<file path="config.mk">
export PLATFORM = sky130hd
export DESIGN_NAME = mem_write_buffer_flat
export DESIGN_NICKNAME = d
export VERILOG_FILES = /design/src/rtl/mem_write_buffer_pkg.sv /design/src/rtl/mem_write_buffer_if.sv /design/src/rtl/mem_write_buffer_wb_fifo.sv /design/src/rtl/mem_write_buffer.sv /design/src/flat_wrapper.sv
export SDC_FILE = /design/constraint.sdc
export NUM_CORES = 1
export LEC_CHECK = 0
export ABC_AREA = 1
export CAP_MARGIN = 20
export CELL_PAD_IN_SITES_DETAIL_PLACEMENT = 0
export CELL_PAD_IN_SITES_GLOBAL_PLACEMENT = 1
export CORE_ASPECT_RATIO = 2
export CORE_MARGIN = 1.5
export CORE_UTILIZATION = 41
export CTS_BUF_LIST = sky130_fd_sc_hd__clkbuf_8
export DETAILED_ROUTE_END_ITERATION = 8
export PLACE_DENSITY = 0.92
export SYNTH_ARGS = -nofsm -noshare
export SYNTH_HDL_FRONTEND = slang
export SYNTH_HIERARCHICAL = 1
export SYNTH_SLANG_ARGS = --single-unit
</file>
<file path="constraint.sdc">
create_clock -name clock -period 8.3 [get_ports clock]
set_input_delay 1.245 -clock clock [delete_from_list [all_inputs] [get_ports clock]]
set_output_delay 1.245 -clock clock [all_outputs]
set_load 0.02 [all_outputs]
</file>
<file path="src/rtl/mem_write_buffer_pkg.sv">
// mem_write_buffer_pkg: shared widths, queue entry layout and drain state encoding
package mem_write_buffer_pkg;
  localparam int LINE_W = 7;
  localparam int BYTE_W = 2;
  localparam int DATA_W = 8;
  localparam int ADDR_W = LINE_W + BYTE_W;
  localparam int MEM_W = 32;
  typedef enum logic [1:0] {IDLE = 2'd0, WRITE = 2'd1, GAPW = 2'd2} drain_t;
  typedef struct packed {
    logic [LINE_W-1:0] line;
    logic [BYTE_W-1:0] bsel;
    logic [DATA_W-1:0] data;
  } entry_t;
  function automatic logic [3:0] byte_en(input logic [BYTE_W-1:0] b);
    return 4'b0001 << b;
  endfunction
endpackage

</file>
<file path="src/rtl/mem_write_buffer_if.sv">
// mem_write_buffer_if: processor write, cache fetch and memory write bus of the write buffer
interface mem_write_buffer_if;
  import mem_write_buffer_pkg::*;
  logic wren, accept, rd_req, rd_hazard, mem_wren, full, empty;
  logic [ADDR_W-1:0] p_address;
  logic [DATA_W-1:0] p_data;
  logic [LINE_W-1:0] rd_line, mem_wr_line;
  logic [3:0] mem_byteena;
  logic [MEM_W-1:0] mem_wdata;
  modport master (
    output wren, p_address, p_data, rd_req, rd_line,
    input accept, rd_hazard, mem_wren, mem_wr_line, mem_byteena, mem_wdata, full, empty
  );
  modport slave (
    input wren, p_address, p_data, rd_req, rd_line,
    output accept, rd_hazard, mem_wren, mem_wr_line, mem_byteena, mem_wdata, full, empty
  );
endinterface

</file>
<file path="src/rtl/mem_write_buffer_wb_fifo.sv">
// wb_fifo: circular store of pending byte writes with tail overwrite and per-entry line/valid taps
module wb_fifo
  import mem_write_buffer_pkg::*;
#(
  parameter int DEPTH = 4,
  localparam int PW = $clog2(DEPTH)
) (
  input logic clock,
  input logic reset,
  input logic push,
  input logic pop,
  input logic ovr,
  input entry_t push_entry,
  input logic [DATA_W-1:0] ovr_data,
  output entry_t head_entry,
  output logic [ADDR_W-1:0] tail_key,
  output logic [PW:0] count,
  output logic full,
  output logic empty,
  output logic [DEPTH-1:0] valid,
  output logic [DEPTH-1:0][LINE_W-1:0] lines
);
  entry_t mem [DEPTH];
  logic [PW-1:0] head, tail, newest;
  assign newest = tail - PW'(1);
  assign head_entry = mem[head];
  assign tail_key = {mem[newest].line, mem[newest].bsel};
  assign full = count == (PW+1)'(DEPTH);
  assign empty = count == '0;
  always_ff @(posedge clock) begin
    if (reset) begin
      head <= '0;
      tail <= '0;
      count <= '0;
    end else begin
      if (push) tail <= tail + PW'(1);
      if (pop) head <= head + PW'(1);
      count <= count + (PW+1)'(push) - (PW+1)'(pop);
    end
  end
  always_ff @(posedge clock) begin
    if (push) mem[tail] <= push_entry;
    if (ovr) mem[newest].data <= ovr_data;
  end
  always_comb begin
    for (int i = 0; i < DEPTH; i++) begin
      valid[i] = {1'b0, PW'(PW'(i) - head)} < count;
      lines[i] = mem[i].line;
    end
  end
endmodule

</file>
<file path="src/rtl/mem_write_buffer.sv">
// mem_write_buffer: queues processor byte writes and drains them as byte-enabled memory line writes
module mem_write_buffer
  import mem_write_buffer_pkg::*;
#(
  parameter int DEPTH = 4,
  parameter int GAP = 1
) (
  input logic clock,
  input logic reset,
  mem_write_buffer_if.slave bus
);
  localparam int PW = $clog2(DEPTH);
  drain_t state, next;
  logic [1:0] gcnt;
  entry_t head_e;
  logic [ADDR_W-1:0] tail_key;
  logic [PW:0] count;
  logic full, empty, coal, push, wr;
  logic [DEPTH-1:0] valid, hit;
  logic [DEPTH-1:0][LINE_W-1:0] lines;
  assign wr = state == WRITE;
  assign coal = bus.wren && !empty && tail_key == bus.p_address && !(wr && count == (PW+1)'(1));
  assign push = bus.wren && !full && !coal;
  wb_fifo #(.DEPTH(DEPTH)) u_fifo (
    .clock(clock),
    .reset(reset),
    .push(push),
    .pop(wr),
    .ovr(coal),
    .push_entry({bus.p_address, bus.p_data}),
    .ovr_data(bus.p_data),
    .head_entry(head_e),
    .tail_key(tail_key),
    .count(count),
    .full(full),
    .empty(empty),
    .valid(valid),
    .lines(lines)
  );
  always_ff @(posedge clock) begin
    if (reset) begin
      state <= IDLE;
      gcnt <= '0;
    end else begin
      state <= next;
      gcnt <= state == GAPW ? gcnt + 2'd1 : 2'd0;
    end
  end
  always_comb begin
    next = state == WRITE ? (GAP > 0 ? GAPW : (count > (PW+1)'(1) ? WRITE : IDLE))
         : state == GAPW ? (gcnt == 2'(GAP - 1) ? (empty ? IDLE : WRITE) : GAPW)
         : (empty ? IDLE : WRITE);
  end
  always_comb begin
    for (int i = 0; i < DEPTH; i++) hit[i] = valid[i] && lines[i] == bus.rd_line;
  end
  assign bus.rd_hazard = bus.rd_req && |hit;
  assign bus.accept = bus.wren && (coal || !full);
  assign bus.full = full;
  assign bus.empty = empty;
  assign bus.mem_wren = wr;
  assign bus.mem_wr_line = wr ? head_e.line : '0;
  assign bus.mem_byteena = wr ? byte_en(head_e.bsel) : '0;
  assign bus.mem_wdata = wr ? {4{head_e.data}} : '0;
endmodule

</file>
<file path="src/flat_wrapper.sv">
// flat-port wrapper written by rule: the top's interface ports become plain ports
module mem_write_buffer_flat import mem_write_buffer_pkg::*;
#(
  parameter int DEPTH = 4,
  parameter int GAP = 1
)
  (clock, reset, bus_wren, bus_p_address, bus_p_data, bus_rd_req, bus_rd_line, bus_accept, bus_rd_hazard, bus_mem_wren, bus_mem_wr_line, bus_mem_byteena, bus_mem_wdata, bus_full, bus_empty);
  mem_write_buffer_if bus_i ();
  input logic clock;
  input logic reset;
  input wire logic [$bits(bus_i.wren)-1:0] bus_wren;
  input wire logic [$bits(bus_i.p_address)-1:0] bus_p_address;
  input wire logic [$bits(bus_i.p_data)-1:0] bus_p_data;
  input wire logic [$bits(bus_i.rd_req)-1:0] bus_rd_req;
  input wire logic [$bits(bus_i.rd_line)-1:0] bus_rd_line;
  output wire logic [$bits(bus_i.accept)-1:0] bus_accept;
  output wire logic [$bits(bus_i.rd_hazard)-1:0] bus_rd_hazard;
  output wire logic [$bits(bus_i.mem_wren)-1:0] bus_mem_wren;
  output wire logic [$bits(bus_i.mem_wr_line)-1:0] bus_mem_wr_line;
  output wire logic [$bits(bus_i.mem_byteena)-1:0] bus_mem_byteena;
  output wire logic [$bits(bus_i.mem_wdata)-1:0] bus_mem_wdata;
  output wire logic [$bits(bus_i.full)-1:0] bus_full;
  output wire logic [$bits(bus_i.empty)-1:0] bus_empty;
  assign bus_i.wren = bus_wren;
  assign bus_i.p_address = bus_p_address;
  assign bus_i.p_data = bus_p_data;
  assign bus_i.rd_req = bus_rd_req;
  assign bus_i.rd_line = bus_rd_line;
  assign bus_accept = bus_i.accept;
  assign bus_rd_hazard = bus_i.rd_hazard;
  assign bus_mem_wren = bus_i.mem_wren;
  assign bus_mem_wr_line = bus_i.mem_wr_line;
  assign bus_mem_byteena = bus_i.mem_byteena;
  assign bus_mem_wdata = bus_i.mem_wdata;
  assign bus_full = bus_i.full;
  assign bus_empty = bus_i.empty;
  mem_write_buffer #(.DEPTH(DEPTH), .GAP(GAP)) u_core (.clock(clock), .reset(reset), .bus(bus_i));
endmodule
</file>
==> flow_metrics.tcl <==
set metrics [dict create \
    status "completed" \
    finalPower_w 0.001518 \
    synth_top_cell_by_area "edfxtp_1" \
    synth.avg_cell_area_um2 7.910 \
    routed_via_density 5.127 \
    startpoint_type "flip-flop" \
    antenna_found_initial 0 \
    clk_pin_slew_ps 80 \
    rsz0062_at_grt "false" \
    layout.nets 720 \
    die_w_um 82.86 \
    die_area_um2 13480 \
    cts-hold-fix-buffers 0 \
    slew_viol_final 0 \
    num_vias 4281 \
    clock-sinks 81 \
    synthesis.area_um2 5229 \
    tightestPinTransition_ps 763.9 \
    max_slew_margin_pct 49.02 \
    synth-edff-count 68 \
    setup_tns_ps 0 \
    r2r-end "u_core/u_fifo/count[2]$_SDFF_PP0_" \
    whs_ps 424.2 \
    holdPathStages 1 \
    std_cell_rows 58 \
    die_h_um 162.7 \
    crit_arrival_ps 3550 \
    diodes 0 \
    p_per_area_nw_per_um2 257.4 \
    post_cts_buffers 0 \
    gp_congestion 0.9032 \
    core-area_um2 12480 \
    yosys_warnings 6 \
    tritoncts "built" \
    peakVddDrop_v 0.0001090 \
    syn_to_final_growth_pct 12.78 \
    cp.required_ps 7050 \
    p_int_w 0.0009076 \
    fin_cells 835 \
    fill_cells 1219 \
    dp_slack_ps 3914 \
    fin_crit_ps 4795 \
    routed_wl_mm 13.18 \
    switchingPower_w 0.0006104 \
    drc_errors 0 \
    synth_area_leaders "edfxtp_1 39%, nand2_1 11%, inv_1 9.2%" \
    first_pass_iters 5 \
    cts_made_buffers 9 \
    postRouteAntennaNets 0 \
    crit_end "bus_accept" \
    crit_start "u_core/u_fifo/tail[0]$_SDFFE_PP0P_" \
    worstReg2RegStart "u_core/u_fifo/tail[0]$_SDFFE_PP0P_" \
    fin_crit_sh_pct 57.77 \
    switching_share_pct 40.21 \
    synthDistinctLibCells 30 \
    grt_start_max_net_pins 69 \
    post-place-cells 818 \
    clock_power_share_pct 18.1 \
    start_util_pct 41.89 \
    leakagePower_nw 2.608 \
    hp-class "reg -> reg" \
    cts.htree.levels 3 \
    ys_seq_area_share_pct 44.03 \
    first_global_vias 4422 \
    ys_dominant_reg_cell "edfxtp_1" \
    timing.fmax_mhz 208.6 \
    place_hpwl_mm 9.963 \
    setup_violations 0 \
    synth_seq_cells 81 \
    busiest_layer "met2" \
    initialDrtViolationCount 296 \
    root_buffer "clkbuf_8" \
    track_usage_pct 19.87 \
    cts_resized 0 \
    synth_cells 661 \
    cts.path.max_buffers 2 \
    critPathKind "reg -> out" \
    end_kind "output pin" \
    grt-ovfl-total 0 \
    routedWlPerCell_um 15.79 \
    io_pins 76 \
    grt_pass1_wl_mm 20.96 \
    finalHoldViolations 0 \
    final.setup_skew_ps 12.40 \
    r2r_slack_ps 4150 \
    synth_nets 701 \
    crit_fanout 38 \
    clock_latency_ps 360 \
    maxCapViolCount 0 \
    io_buffers 75 \
    yosysTopAreaCellShare_pct 39.05 \
    met3_usage_pct 2.636 \
    fin_ws_ps 3505 \
    grt_util_met1_pct 18.18 \
    ys_async_sr_fraction_pct 0 \
    seq_power_share_pct 35.5 \
    drive_gt1_share_pct 6.131 \
    power_frac_comb_pct 46.3 \
    worstRegToRegCells 17 \
    gr-usage-met2_pct 40.47 \
]
flip-flops by register name (all words and copies together), names as in the netlist, named ones only:
register / flops
u_core/u_fifo/mem: 68
u_core/u_fifo/count: 3
u_core/gcnt: 2
u_core/state: 2
u_core/u_fifo/head: 2
u_core/u_fifo/tail: 2
worst max-delay path, stage by stage, from the launching register on:
cell	delay (ps)
dfxtp_1	430
inv_2	280
ha_1	620
clkinv_1	350
o211ai_1	190
nand2_1	90
nand2_1	70
o21ai_0	80
nor2_1	110
nand2_1	60
nor2_1	120
nand2_1	80
nand2_1	90
clkdlybuf4s50_1	610
cell usage after synthesis, drive strengths merged (7+ instances only):
cell    instances
ha             11
buf            65
o211ai         34
nand2         163
inv           137
o22ai          35
dfxtp          13
nor2           42
edfxtp         68
nor3            7
o21ai          27
xnor2           7
a21oi          25
routing by layer:
layer,vias up,part of all wire (%)
li1,2117,-
met1,2007,34
met2,132,59
met3,25,3.3
met4,0,3.3
met5,-,0
through the flow:
step,cell area [µm²],util [%]
after global placement,5690,45.59
after global routing,5897,47.24
final,5897,47.24
after detailed placement,5690,45.59
after CTS,5877,47.08
after floorplan,5229,-
worst min path at each step:
stage	from	endpoint	slack, ps
after global routing	u_core/gcnt[0]$_SDFF_PP0_	u_core/gcnt[0]$_SDFF_PP0_	450
final	u_core/gcnt[0]$_SDFF_PP0_	u_core/gcnt[0]$_SDFF_PP0_	420
after CTS	u_core/gcnt[0]$_SDFF_PP0_	u_core/gcnt[0]$_SDFF_PP0_	430
after global placement	u_core/gcnt[0]$_SDFF_PP0_	u_core/gcnt[0]$_SDFF_PP0_	400
after detailed placement	u_core/gcnt[0]$_SDFF_PP0_	u_core/gcnt[0]$_SDFF_PP0_	410
after floorplan	u_core/gcnt[0]$_SDFF_PP0_	u_core/gcnt[0]$_SDFF_PP0_	390
power by group through the flow:
stage	Combinational, W	Sequential, W	Clock (W)
4_1_cts	0.000673	0.000564	0.000281
2_1_floorplan	0.000516	0.000531	0
6_report	0.000704	0.000540	0.000275
3_5_place_dp	0.000670	0.000573	0
3_3_place_gp	0.000657	0.000569	0
5_1_grt	0.000777	0.000546	0.000297
area by class of cell:
| class | instances | area [µm²] | area share (%) |
|---|---|---|---|
| clock buffers | 9 | 123.9 | 2.101 |
| inverters | 141 | 529.3 | 8.975 |
| multi-input cells | 370 | 1912 | 32.42 |
| clock inverters | 7 | 62.56 | 1.061 |
| flip-flops and latches | 81 | 2303 | 39.06 |
| repair buffers | 77 | 778.2 | 13.20 |
| well taps | 150 | 187.7 | 3.183 |
cell usage in the layout (no fill, tap or decap), types with 2 or more instances in the layout:
| cell | synthesis | final |
|---|---|---|
| clkinv_2 | 0 | 2 |
| o211ai_1 | 34 | 34 |
| dfxtp_1 | 13 | 12 |
| nand2_1 | 155 | 155 |
| xor2_1 | 2 | 2 |
| nand2_2 | 8 | 8 |
| nor2_2 | 3 | 3 |
| a21boi_0 | 2 | 2 |
| nand4_1 | 3 | 3 |
| or2_2 | 3 | 3 |
| inv_1 | 128 | 129 |
| clkinv_1 | 4 | 5 |
| clkinvlp_4 | 0 | 2 |
| nor3_1 | 7 | 7 |
| a21oi_1 | 25 | 25 |
| xnor2_1 | 7 | 7 |
| nor2_1 | 39 | 39 |
| ha_1 | 11 | 11 |
| inv_2 | 9 | 9 |
| clkbuf_8 | 0 | 9 |
| a21boi_1 | 2 | 2 |
| o21ai_0 | 26 | 26 |
| edfxtp_1 | 68 | 68 |
| nand3_1 | 4 | 4 |
| clkdlybuf4s50_1 | 0 | 75 |
| o22ai_1 | 35 | 35 |
logic make-up (layout without fill, tap and decap cells):
family	Yosys count	count (layout)	share of synthesized area [%]
xor+xnor	9	9	1.508
simple gates	223	223	17.21
compound gates	126	126	14.84
flops	81	81	44.03
buf+inv	210	234	19.41
fa+ha+maj	12	12	3.015
(Power assumes the default switching activity.)
